==> config.mk <==
export PLATFORM = sky130hd
export DESIGN_NAME = piso_shift_tx
export DESIGN_NICKNAME = d
export VERILOG_FILES = /design/src/rtl/piso_shift_tx.sv
export SDC_FILE = /design/constraint.sdc
export NUM_CORES = 1
export LEC_CHECK = 0
export ABC_AREA = 1
export CAP_MARGIN = 10
export CORE_AREA = 2 2 39 41
export DETAILED_ROUTE_END_ITERATION = 6
export DIE_AREA = 0 0 41 43
export GPL_TIMING_DRIVEN = 0
export MAX_ROUTING_LAYER = met4
export PLACE_DENSITY = 0.8
export SLEW_MARGIN = 20
export SYNTH_ARGS = -nofsm -noshare
export SYNTH_HDL_FRONTEND = slang
export SYNTH_SLANG_ARGS = --single-unit
==> constraint.sdc <==
create_clock -name clk -period 1.46 [get_ports clk]
set_input_delay 0.146 -clock clk [delete_from_list [all_inputs] [get_ports clk]]
set_output_delay 0.146 -clock clk [all_outputs]
set_load 0.02 [all_outputs]
==> src/rtl/piso_shift_tx.sv <==
// Parallel-in serial-out transmitter feeding the sin_r/sin_l input of shift_reg.
// Optional macro PISO_PARITY_EN appends one even-parity bit (state PAR) to every frame.
module piso_shift_tx #(
    parameter  int WIDTH = 4,
    localparam int CNT_W = $clog2(WIDTH + 1)
) (
    input  logic             clk,
    input  logic             reset_n,
    input  logic [WIDTH-1:0] din,
    input  logic             mode,
    input  logic             load_valid,
    output logic             load_ready,
    output logic             sout,
    output logic             sout_valid,
    output logic             last,
    output logic             busy
);

    // state | meaning
    // IDLE  | no frame; load_ready=1, outputs quiet
    // SHIFT | data bit cnt_q is on sout (WIDTH cycles)
    // PAR   | parity bit on sout (PISO_PARITY_EN only)
`ifdef PISO_PARITY_EN
    typedef enum logic [1:0] {IDLE, SHIFT, PAR} state_t;
`else
    typedef enum logic [1:0] {IDLE, SHIFT} state_t;
`endif

    state_t             state_q, state_d;
    logic [WIDTH-1:0]   sr_q, sr_d;
    logic [CNT_W-1:0]   cnt_q, cnt_d;
    logic               mode_q, mode_d;
    logic               sout_q, sout_d;
    logic               sout_valid_q, sout_valid_d;
    logic               last_q, last_d;
    logic               data_done;
    logic               frame_end;
    logic               accept;
`ifdef PISO_PARITY_EN
    logic               par_q, par_d;
`endif

    assign data_done = (state_q == SHIFT) && (cnt_q == CNT_W'(WIDTH - 1));
`ifdef PISO_PARITY_EN
    assign frame_end = (state_q == PAR);
`else
    assign frame_end = data_done;
`endif

    assign load_ready = (state_q == IDLE) || frame_end;
    assign accept     = load_valid && load_ready;
    assign busy       = (state_q != IDLE);
    assign sout       = sout_q;
    assign sout_valid = sout_valid_q;
    assign last       = last_q;

    always_comb begin
        state_d      = state_q;
        sr_d         = sr_q;
        cnt_d        = cnt_q;
        mode_d       = mode_q;
        sout_d       = 1'b0;
        sout_valid_d = 1'b0;
        last_d       = 1'b0;
`ifdef PISO_PARITY_EN
        par_d        = par_q;
`endif
        if (state_q == SHIFT && !data_done) begin
            cnt_d        = cnt_q + CNT_W'(1);
            sout_d       = mode_q ? sr_q[0] : sr_q[WIDTH-1];
            sr_d         = mode_q ? {1'b0, sr_q[WIDTH-1:1]} : {sr_q[WIDTH-2:0], 1'b0};
            sout_valid_d = 1'b1;
`ifndef PISO_PARITY_EN
            last_d       = (cnt_q == CNT_W'(WIDTH - 2));
`endif
`ifdef PISO_PARITY_EN
        end else if (data_done) begin
            state_d      = PAR;
            sout_d       = par_q;
            sout_valid_d = 1'b1;
            last_d       = 1'b1;
`endif
        end else if (accept) begin
            // First bit is registered at the accept edge; sr keeps the remainder.
            state_d      = SHIFT;
            cnt_d        = '0;
            mode_d       = mode;
            sout_d       = mode ? din[0] : din[WIDTH-1];
            sr_d         = mode ? {1'b0, din[WIDTH-1:1]} : {din[WIDTH-2:0], 1'b0};
            sout_valid_d = 1'b1;
`ifdef PISO_PARITY_EN
            par_d        = ^din;
`endif
        end else begin
            state_d = IDLE;
            cnt_d   = '0;
        end
    end

    always_ff @(posedge clk or negedge reset_n) begin
        if (!reset_n) begin
            state_q      <= IDLE;
            sr_q         <= '0;
            cnt_q        <= '0;
            mode_q       <= 1'b0;
            sout_q       <= 1'b0;
            sout_valid_q <= 1'b0;
            last_q       <= 1'b0;
`ifdef PISO_PARITY_EN
            par_q        <= 1'b0;
`endif
        end else begin
            state_q      <= state_d;
            sr_q         <= sr_d;
            cnt_q        <= cnt_d;
            mode_q       <= mode_d;
            sout_q       <= sout_d;
            sout_valid_q <= sout_valid_d;
            last_q       <= last_d;
`ifdef PISO_PARITY_EN
            par_q        <= par_d;
`endif
        end
    end

endmodule

==> flow_summary.yaml <==
yosys:
  ys_seq_area_frac: 0.515
  ys_ff_latch: 12
  synth_cell_types: 13
  synth.avg_cell_area_um2: 8.21
  ys_warn_count: 0
  syn_nets: 82
  syn_area_um2: 583
  synth_cells: 71
sta:
  hold_viol: 0
  setup_tns_ps: 0
  final-setup-viol-count: 0
  setup_slack_ps: 22.6
  finClkSkew_ps: 7.04
  rsz0062_at_grt: "yes"
  worst_slew_pin_slew_ps: 520
  clock.fmax_mhz: 696
  period_minus_slack_ps: 1440
  slew_violations: 0
  relSlewSlack: 0.652
  layout_worst_path_cycle_share: 0.984
  hold_ws_ps: 221
routing:
  vias_per_cell: 4.69
  drt_iter0_markers: 6
  drt-total-wl_um: 1210
  antenna_left: 0
  firstDrtPassIters: 4
  avgRoutedWirePerCell_um: 10.9
  drc: 0
  vias: 521
placed_design:
  dp_cells: 99
  dpl.hpwl_um: 868
  gp_congestion: 0.920
  dp_slack_ps: -329
  port_buffers: 12
clocking:
  root_buffer: "clkbuf_4"
  clk_latency_ps: 260
  cts_tree: "built"
  cts_hold_buf: 0
  clkSinkCount: 12
  clk_pin_slew_ps: 80
  htreeDepth: 1
  clockBufferDepth: 2
  cts_buffers: 3
critical_path:
  critPathMaxFanout: 5
  critPathCaptureType: "output port"
  path_cells: "ha_2, ha_4, inv_4, nand2_8, buf_6"
  cp_slowest_cell: "dfrtp_1"
  cp.required_ps: 1310
  cpPeakStageDelay_ps: 390
  crit_arrival_ps: 1290
  crit_path_start_kind: "register"
  path_class: "register to output port"
global_routing:
  use_met3: 0.0524
  grt_pass1_wl_um: 2010
  grt_usage: 0.172
  grt_use_met2: 0.272
  grt_max_degree: 13
  overflow: 0
  antenna_found_initial: 0
  grt_busiest_layer: "met2"
  use_met1: 0.189
  grt_pass1_vias: 541
power:
  power_leakage_nw: 0.425
  irDropWorstVdd_mv: 0.668
  powerDensity_nw_per_um2: 1990
  power.total_mw: 1.69
worst_hold_path:
  hold_path.class: "primary input to async pin"
cells_and_area:
  nets: 107
  num_antenna_cells: 0
  drive_gt1_frac: 0.221
  final_cells: 111
  mostFrequentLayoutCell: "nand2_1"
  area_growth_pct: 45.3
  final_cell_mix: "25 x nand2_1, 12 x dfrtp_1, 10 x nand3_1, 10 x clkdlybuf4s50_1, 9 x buf_4"
floorplan:
  die_y_um: 43
  num_rows: 14
  dieArea_um2: 1760
  die_x_um: 41
  start_util: 0.421
  io_pins: 13
  coreArea_um2: 1380
job:
  maxCapViolCount: 0
outcome:
  status: "completed"
stage by stage:
stage	area [µm²]	utilization
after floorplan	583	-
after global placement	723	0.523
after detailed placement	723	0.523
after CTS	820	0.592
after global routing	847	0.612
final	847	0.612
path summary, 6_finish.rpt:
| kind | start | to | slack, ps | cells past startpoint |
|---|---|---|---|---|
| worst max register to register | cnt_q[0] | sr_q[1] | 60 | 8 |
| worst max-delay path | cnt_q[0] | load_ready | 20 | 5 |
| min in group clk | din[2] | sr_q[3] | 510 | 3 |
| worst min-delay path | reset_n | state_q[0] | 220 | 1 |
| worst min register to register | cnt_q[2] | last | 520 | 3 |
| max in group asynchronous | reset_n | sr_q[3] | 890 | 1 |
layout make-up:
type,count,area [µm²]
fillers,121,537
flip-flops and latches,12,300
multi-input cells,51,274
repair buffers,21,188
clock buffers,4,36.3
inverters,7,28.8
well taps,16,20.0
layer usage:
metal | wire (µm) | vias up
met1 | 521 | 230
met2 | 617 | 18
met4 | 0 | 0
li1 | - | 273
met5 | 0 | -
met3 | 74 | 0
repair_timing:
action	4_1_cts	5_1_grt
setup endpoints to repair	2	4
cloned	0	0
pin swaps	2	2
gates resized for setup	12	1
buffers inserted	5	4
cell families (layout without fill, tap and decap cells):
group | count (synthesis) | in the layout | synth area share
adders and majority gates | 3 | 3 | 0.0644
and+or+nand+nor | 45 | 45 | 0.324
DFF | 12 | 12 | 0.515
buffers and inverters | 8 | 32 | 0.0644
AOI/OAI and AO/OA | 3 | 3 | 0.0322
state kept, by name (all words and copies together), names as in the netlist:
signal      flops
state_q         1
sout_valid      1
cnt_q           3
last            1
sout            1
sr_q            4
mode_q          1
critical path: cells and delay by family, from the launching register on:
kind | cells | cell delay (ps)
and+or+nand+nor | 1 | 60
buffers and inverters | 2 | 220
DFF | 1 | 390
adders and majority gates | 2 | 370
synth_stat cells:
| cell | instances | area [µm²] |
|---|---|---|
| o21ai_1 | 1 | 5.00 |
| nand3_1 | 10 | 50.1 |
| nand2_1 | 25 | 93.8 |
| nand4_1 | 2 | 12.5 |
| inv_2 | 3 | 11.3 |
| o21ai_0 | 1 | 5.00 |
| buf_6 | 1 | 11.3 |
| a21oi_2 | 1 | 8.76 |
| nor2_1 | 7 | 26.3 |
| nand2_2 | 1 | 6.26 |
| dfrtp_1 | 12 | 300 |
| ha_1 | 3 | 37.5 |
| inv_1 | 4 | 15.0 |
where the power goes:
| part | internal, mW | switching (mW) |
|---|---|---|
| registers | 0.463 | 0.0983 |
| clock network | 0.151 | 0.103 |
| logic | 0.443 | 0.430 |
| total | 1.06 | 0.631 |
(Power assumes the default switching activity.)
